===== config.mk =====
export PLATFORM = sky130hd
export DESIGN_NAME = regfile_sb
export DESIGN_NICKNAME = d
export VERILOG_FILES = /design/src/rtl/regfile_sb_pkg.sv /design/src/rtl/regfile_rd_mux.sv /design/src/rtl/regfile_sb.sv
export SDC_FILE = /design/constraint.sdc
export NUM_CORES = 1
export LEC_CHECK = 0
export CAP_MARGIN = 5
export CORE_UTILIZATION = 40
export CTS_BUF_LIST = sky130_fd_sc_hd__clkbuf_4
export DETAILED_ROUTE_END_ITERATION = 16
export PLACE_DENSITY_LB_ADDON = 0.08
export SYNTH_ARGS = -nofsm -noshare
export SYNTH_HDL_FRONTEND = slang
export SYNTH_HIERARCHICAL = 1
export SYNTH_SLANG_ARGS = --single-unit

===== constraint.sdc =====
create_clock -name Clk -period 2.2 [get_ports Clk]
set_clock_uncertainty 0.1 [all_clocks]
set_input_delay 0.44 -clock Clk [delete_from_list [all_inputs] [get_ports Clk]]
set_output_delay 0.44 -clock Clk [all_outputs]
set_load 0.02 [all_outputs]

===== src/rtl/regfile_sb_pkg.sv =====
// Shared constants and the flag-register transform for the scoreboarded register file.
package regfile_sb_pkg;

    localparam int DATA_W_DEF   = 16;
    localparam int ZERO_IDX_DEF = 0;
    localparam int PC_IDX_DEF   = 15;
    localparam int T_IDX_DEF    = 14;
    localparam int MAX_DATA_W   = 64;

    // Flag register stores only "value was zero"; callers cast to their own width.
    function automatic logic [MAX_DATA_W-1:0] t_xform(input logic [MAX_DATA_W-1:0] v);
        return {{(MAX_DATA_W-1){1'b0}}, (v == '0)};
    endfunction

endpackage


===== src/rtl/regfile_rd_mux.sv =====
// One combinational read port: zero / PC / array select and busy lookup.
// With REGFILE_BYPASS_EN defined, the in-flight write is forwarded to the port.
module regfile_rd_mux
    import regfile_sb_pkg::*;
#(
    parameter int DATA_W   = DATA_W_DEF,
    parameter int ADDR_W   = 4,
    parameter int ZERO_IDX = ZERO_IDX_DEF,
    parameter int PC_IDX   = PC_IDX_DEF,
    localparam int DEPTH   = 2**ADDR_W
) (
    input  logic [ADDR_W-1:0]             rd_addr,
    input  logic [DEPTH-1:0][DATA_W-1:0]  regs,
    input  logic [DEPTH-1:0]              busy,
    input  logic [DATA_W-1:0]             pc_addr,
`ifdef REGFILE_BYPASS_EN
    input  logic                          wr_en,
    input  logic [ADDR_W-1:0]             wr_addr,
    input  logic [DATA_W-1:0]             wr_value,
    input  logic                          set_busy,
    input  logic [ADDR_W-1:0]             busy_reg,
`endif
    output logic [DATA_W-1:0]             rd_data,
    output logic                          rd_busy
);

    localparam logic [ADDR_W-1:0] ZERO_A = ADDR_W'(ZERO_IDX);
    localparam logic [ADDR_W-1:0] PC_A   = ADDR_W'(PC_IDX);

    always_comb begin
        rd_data = regs[rd_addr];
        rd_busy = busy[rd_addr];
        if (rd_addr == ZERO_A) begin
            rd_data = '0;
        end else if (rd_addr == PC_A) begin
            rd_data = pc_addr;
        end
`ifdef REGFILE_BYPASS_EN
        // A same-cycle SetBusy to this index means a newer op is pending, so keep busy.
        if (wr_en && (wr_addr == rd_addr) && (rd_addr != ZERO_A) && (rd_addr != PC_A)) begin
            rd_data = wr_value;
            if (!(set_busy && (busy_reg == rd_addr))) begin
                rd_busy = 1'b0;
            end
        end
`endif
    end

endmodule


===== src/rtl/regfile_sb.sv =====
// Register file with zero/PC/T special indices and a per-register busy scoreboard.
// Optional write-to-read forwarding under REGFILE_BYPASS_EN.
module regfile_sb
    import regfile_sb_pkg::*;
#(
    parameter int DATA_W   = DATA_W_DEF,
    parameter int ADDR_W   = 4,
    parameter int NUM_RD   = 2,
    parameter int ZERO_IDX = ZERO_IDX_DEF,
    parameter int PC_IDX   = PC_IDX_DEF,
    parameter int T_IDX    = T_IDX_DEF,
    localparam int DEPTH   = 2**ADDR_W
) (
    input  logic                       Clk,
    input  logic                       Rst,
    input  logic [NUM_RD*ADDR_W-1:0]   RdAddr,
    input  logic [NUM_RD-1:0]          RdEn,
    output logic [NUM_RD*DATA_W-1:0]   RdData,
    output logic [NUM_RD-1:0]          RdBusy,
    output logic                       Stall,
    input  logic [DATA_W-1:0]          PcAddr0,
    input  logic                       RegWre,
    input  logic [ADDR_W-1:0]          WriteReg,
    input  logic [DATA_W-1:0]          WriteData,
    input  logic                       SetBusy,
    input  logic [ADDR_W-1:0]          BusyReg,
    input  logic [ADDR_W-1:0]          PeekSel,
    output logic [DATA_W-1:0]          RegPeek,
    output logic [DEPTH-1:0]           BusyVec
);

    localparam logic [ADDR_W-1:0] ZERO_A = ADDR_W'(ZERO_IDX);
    localparam logic [ADDR_W-1:0] PC_A   = ADDR_W'(PC_IDX);
    localparam logic [ADDR_W-1:0] T_A    = ADDR_W'(T_IDX);

    logic [DEPTH-1:0][DATA_W-1:0] regs_q, regs_d;
    logic [DEPTH-1:0]             busy_q, busy_d;
    logic [DATA_W-1:0]            peek_q, peek_d;
    logic [DATA_W-1:0]            wr_value;
    logic                         wr_legal;

    assign wr_legal = RegWre && (WriteReg != ZERO_A) && (WriteReg != PC_A);
    assign wr_value = (WriteReg == T_A) ? DATA_W'(t_xform(MAX_DATA_W'(WriteData))) : WriteData;

    always_comb begin
        regs_d = regs_q;
        busy_d = busy_q;
        if (wr_legal) begin
            regs_d[WriteReg] = wr_value;
        end
        if (RegWre) begin
            busy_d[WriteReg] = 1'b0;
        end
        // Set after clear: a new pending op supersedes the one just retired.
        if (SetBusy && (BusyReg != ZERO_A) && (BusyReg != PC_A)) begin
            busy_d[BusyReg] = 1'b1;
        end
        if (PeekSel == PC_A) begin
            peek_d = PcAddr0;
        end else if (PeekSel == ZERO_A) begin
            peek_d = '0;
        end else begin
            peek_d = regs_d[PeekSel];
        end
    end

    always_ff @(negedge Clk or negedge Rst) begin
        if (!Rst) begin
            regs_q <= '0;
            busy_q <= '0;
            peek_q <= '0;
        end else begin
            regs_q <= regs_d;
            busy_q <= busy_d;
            peek_q <= peek_d;
        end
    end

    for (genvar k = 0; k < NUM_RD; k++) begin : g_rd
        regfile_rd_mux #(
            .DATA_W   (DATA_W),
            .ADDR_W   (ADDR_W),
            .ZERO_IDX (ZERO_IDX),
            .PC_IDX   (PC_IDX)
        ) u_rd_mux (
            .rd_addr  (RdAddr[k*ADDR_W +: ADDR_W]),
            .regs     (regs_q),
            .busy     (busy_q),
            .pc_addr  (PcAddr0),
`ifdef REGFILE_BYPASS_EN
            .wr_en    (RegWre),
            .wr_addr  (WriteReg),
            .wr_value (wr_value),
            .set_busy (SetBusy),
            .busy_reg (BusyReg),
`endif
            .rd_data  (RdData[k*DATA_W +: DATA_W]),
            .rd_busy  (RdBusy[k])
        );
    end

    assign Stall   = |(RdEn & RdBusy);
    assign RegPeek = peek_q;
    assign BusyVec = busy_q;

endmodule


## Yosys cells after proc, flatten, opt, wreduce, memory -nomap -nowiden

Index checks and enable logic that the tools add are counted.

- Magnitude comparators: 7
- Equal/unequal tests: 6
- Multiplexer cells: 27
- Bitwise operators: 4
- Reductions and logical operators: 13

Operator list:

| operator | number |
|---|---|
| 256-bit bitwise mux | 1 |
| 256-bit two-way mux | 1 |
| 16-bit two-way mux | 13 |
| 16-bit binary-select mux with 4-bit select | 3 |
| 16-bit demux with 4-bit select | 1 |
| 4-bit by 5-bit less-than comparator with 1-bit output, second input constant | 5 |
| 16-bit bitwise AND | 1 |
| 4-bit == test, second input constant | 4 |
| 16-bit zero test | 1 |
| 16-bit NOT | 1 |
| 16-bit OR | 1 |
| 4-bit zero test | 3 |
| 1-bit binary-select mux with 4-bit select | 2 |
| 1-bit demux with 4-bit select | 2 |
| 4-bit by 1-bit greater-or-equal comparator with 1-bit output, second input constant | 2 |
| 4-bit != test, second input constant | 2 |
| 4-bit nonzero test | 2 |
| 1-bit logical AND | 6 |
| 1-bit two-way mux | 4 |
| 2-bit bitwise AND | 1 |
| 2-bit OR reduction | 1 |

- Register bits: 288
- Bits of input ports: 58
- Output and inout bits: 67

## Longest topological paths before layout

- Word-level depth: 10
- Depth in mapped cells: 9
- Mapped depth without buffers: 6

## Modules after synthesis

The synthesis kept the hierarchy.

By module, submodules not included:

| module | times used | cells an instance | area each (µm²) |
|---|---|---|---|
| regfile_sb | 1 | 1318 | 13586.8 |
| regfile_rd_mux | 2 | 238 | 2210.9 |

==> results.md <==
* Final hold violations at 0
* Detailed Route Iter0 Violations at 2551
* Launch instance of the worst register-to-register path: regs_q[190]
* Sequential fraction of the synthesis area at between 40 and 50%
* Die W at 214 um
* Max-slew violation count at 0
* CP startpoint kind: register
* Drt drc at 0
* Routed Antenna Nets at 0
* Depth of the CTS H-tree at 3
* Clock root buffer: clkbuf_4
* Placed cell areas at between 20000 and 30000 sq um
* Initial antenna violation count at 1
* CTS tree: yes
* Routed WL per cell at 29.1 um
* Arr. time, crit path at 3.61 ns
* Clock network power share at 25.6%
* Hold Path Origin: regs_q[253]
* Total GRT Usage at 38.0%
* Post-Place Worst Slack at -1.89 ns
* Number of library cell types mapped by synthesis at 70
* Max Root-Sink Buffers at 3
* Internal Power at 0.0142 W
* Area delta synth->final at 79.1%
* Final wirelength at 94800 um
* Hold_buf cts at 0
* P_sw at 0.00807 W
* Cell area after synthesis at 18000 sq um
* Reg power frac at 33.2%
* Crit Path Max Fanout at 4
* Most common cell on crit path: mux4_2
* Total gr overflow at 0
* Max Cap Violations at 0
* Vias at 20200
* Chip Height at 214 um
* WHS Endpoint: regs_q[253]
* RSZ-0062 raised after global routing: yes
* Clock Pin Slew Worst Setup and Hold Paths at 0.04 ns
* Cell Rows at slightly below 80
* Layout cell share with drive strength beyond 1 at around two thirds
* Pwr/cell area at 691 nW/um^2
* Peak VDD IR at 0.000358 V
* Worst Hold Depth at 0
* Total number of yosys warnings at 6
* Leak at 14.4 nW
* Main synth FF type: dfrtn_1
* Final Cell Area at 32300 sq um
* Die area at 45900 sq um
* Avg Inst Size Synth at 10.0 sq um
* First-pass GRT wire length at 129000 um
* Total CTS buffers at 87
* Worst-margin pin slew at 0.499 ns
* #FFs+latches synth at between 200 and 300
* Pin count of the biggest net entering global routing at 35
* Vias per inst at roughly 6.2
* CP Capture Type: output pin
* Status: complete, but fails checks
* Buffers added on ports at 124
* Design Power at between 0.02 and 0.025 W
* Comb pwr share at approximately 41%
* Slowest cell on crit path: mux4_2
* Number of global-route vias before repair at a little under 20000
* Failing checks: negative setup slack
* Sw frac at 36.2%
* Final worst-path setup slack at -1.95 ns
* CP Class: reg2out
* FF-to-FF path depth at 9
* Crit path cell chain: mux4_2 -> mux4_2 -> a22o_4 -> buf_6
* Routability cong. at ~1
* Critical Path RT at ~1.7 ns
* EDFF count, synth at 0
* CTS sink count at roughly 290
* Clock latency on the worst-skew pair at 0.76 ns
* Reg2reg end: RegPeek[14]
* Nets at approximately 2700
* Post-DP HPWL at 61400 um
* Reg-to-reg slack, setup at 0.47 ns
* Syn nets at 1852
* Worst slew margin at between 60% and 70%
* Delay of the slowest critical-path stage at around 0.51 ns
* # setup viols final at approximately 290
* # IOs at between 100 and 150
* Asr flop ratio synth at 100%
* Hold Path Class: reg2reg
* DR pass1 iterations at 6
* Cells after Synth at 1794
* Core area at 44300 sq um
* Initial Util at 40.6%
synth_stat cells (42+ instances only):
cell type  instances  share of area (%)
a21oi_1           64                1.8
buf_2             51                1.4
clkbuf_1         111                2.3
dfrtn_1          288                 40
inv_1             73                1.5
mux2_2            81                5.1
mux2i_1          198                 11
mux4_2            42                5.3
nand2_1          186                3.9
nand3_1           47                1.3
o21ai_0          164                4.6
o221ai_1          58                2.8
sequential cells by signal (all words and copies together) (netlist names):
name and flops:
BusyVec 16, regs_q 256, RegPeek 16
how the worst max path moves through the flow:
stage / startpoint / endpoint / slack (ns) / depth (start not counted)
2_1_floorplan: BusyVec[15] / Stall / -1.20 / 3
3_3_place_gp: WriteReg[3] / RegPeek[1] / -1.85 / 9
3_5_place_dp: WriteReg[3] / RegPeek[1] / -1.89 / 9
4_1_cts: BusyVec[15] / Stall / -1.99 / 4
5_1_grt: BusyVec[15] / Stall / -2.00 / 4
6_report: BusyVec[3] / Stall / -1.95 / 4
cell families after synthesis:
kind of cell / share of synthesized area (%)
mux: 22.4
simple gates: 10.2
xor+xnor: 0.0973
buf+inv: 6.69
flops: 40.0
compound gates: 20.6
final cells by class:
class                      instances  area, sq um
multi-input combinational       1237        13300
fill                            3025        12100
timing repair buffer             915         9600
sequential                       288         7210
clock buffer                     127          953
tap                              592          741
inverter                          74          278
clock inverter                    27          189
antenna                            1         2.50
layout by cell type (no fill, tap or decap), types with 33 or more instances in the layout:
cell type,netlist,layout
buf_12,0,97
buf_4,18,478
buf_6,6,248
clkbuf_4,0,127
dfrtn_1,288,288
inv_2,0,52
mux2_2,81,55
mux2_4,9,40
mux2i_1,198,125
mux2i_4,0,57
mux4_2,42,42
nand2_1,186,81
nand2_2,2,46
nand2_4,2,46
o21ai_0,164,53
o21ai_1,15,39
o21ai_2,0,54
o21ai_4,0,33
timing repair:
action / CTS / global route
gates resized for setup: 687 / 622
buffers inserted: 70 / 128
gates cloned: 14 / 12
setup endpoints to repair: 323 / 315
pin swaps: 70 / 173
per-layer routing:
metal | GRT usage (%) | part of all wire [%]
met4 | 15.2 | 5.2
met2 | 55.7 | 43
met3 | 10.5 | 11
met5 | 0 | 0
met1 | 52.9 | 40
critical path: cells and delay by family (launching register included):
kind	cells	cell delay, ns
DFF	1	0.40
muxes	2	0.99
buffers and inverters	1	0.12
AOI/OAI and AO/OA	1	0.27
power by group through the flow:
stage | Sequential [W] | Combinational (W) | Clock (W)
3_5_place_dp | 0.00722 | 0.00676 | 0
5_1_grt | 0.00749 | 0.00956 | 0.00607
3_3_place_gp | 0.00719 | 0.00665 | 0
6_report | 0.00741 | 0.00917 | 0.00571
4_1_cts | 0.00717 | 0.00750 | 0.00576
2_1_floorplan | 0.00708 | 0.00321 | 0
per-stage QoR:
step / instances / hold WS (ns) / setup TNS (ns) / utilization [%]
finish: 3261 / 0.213 / -131.07 / 72.8
global route: 3261 / 0.218 / -132.39 / 72.8
CTS: 3166 / 0.217 / -124.64 / 64.7
detailed placement: 2943 / 0.218 / -385.13 / 57.6
global placement: 2943 / 0.216 / -379.53 / 57.6
floorplan: 1794 / 0.281 / -128.33 / -
No activity file was read; power rests on OpenSTA's default activity.
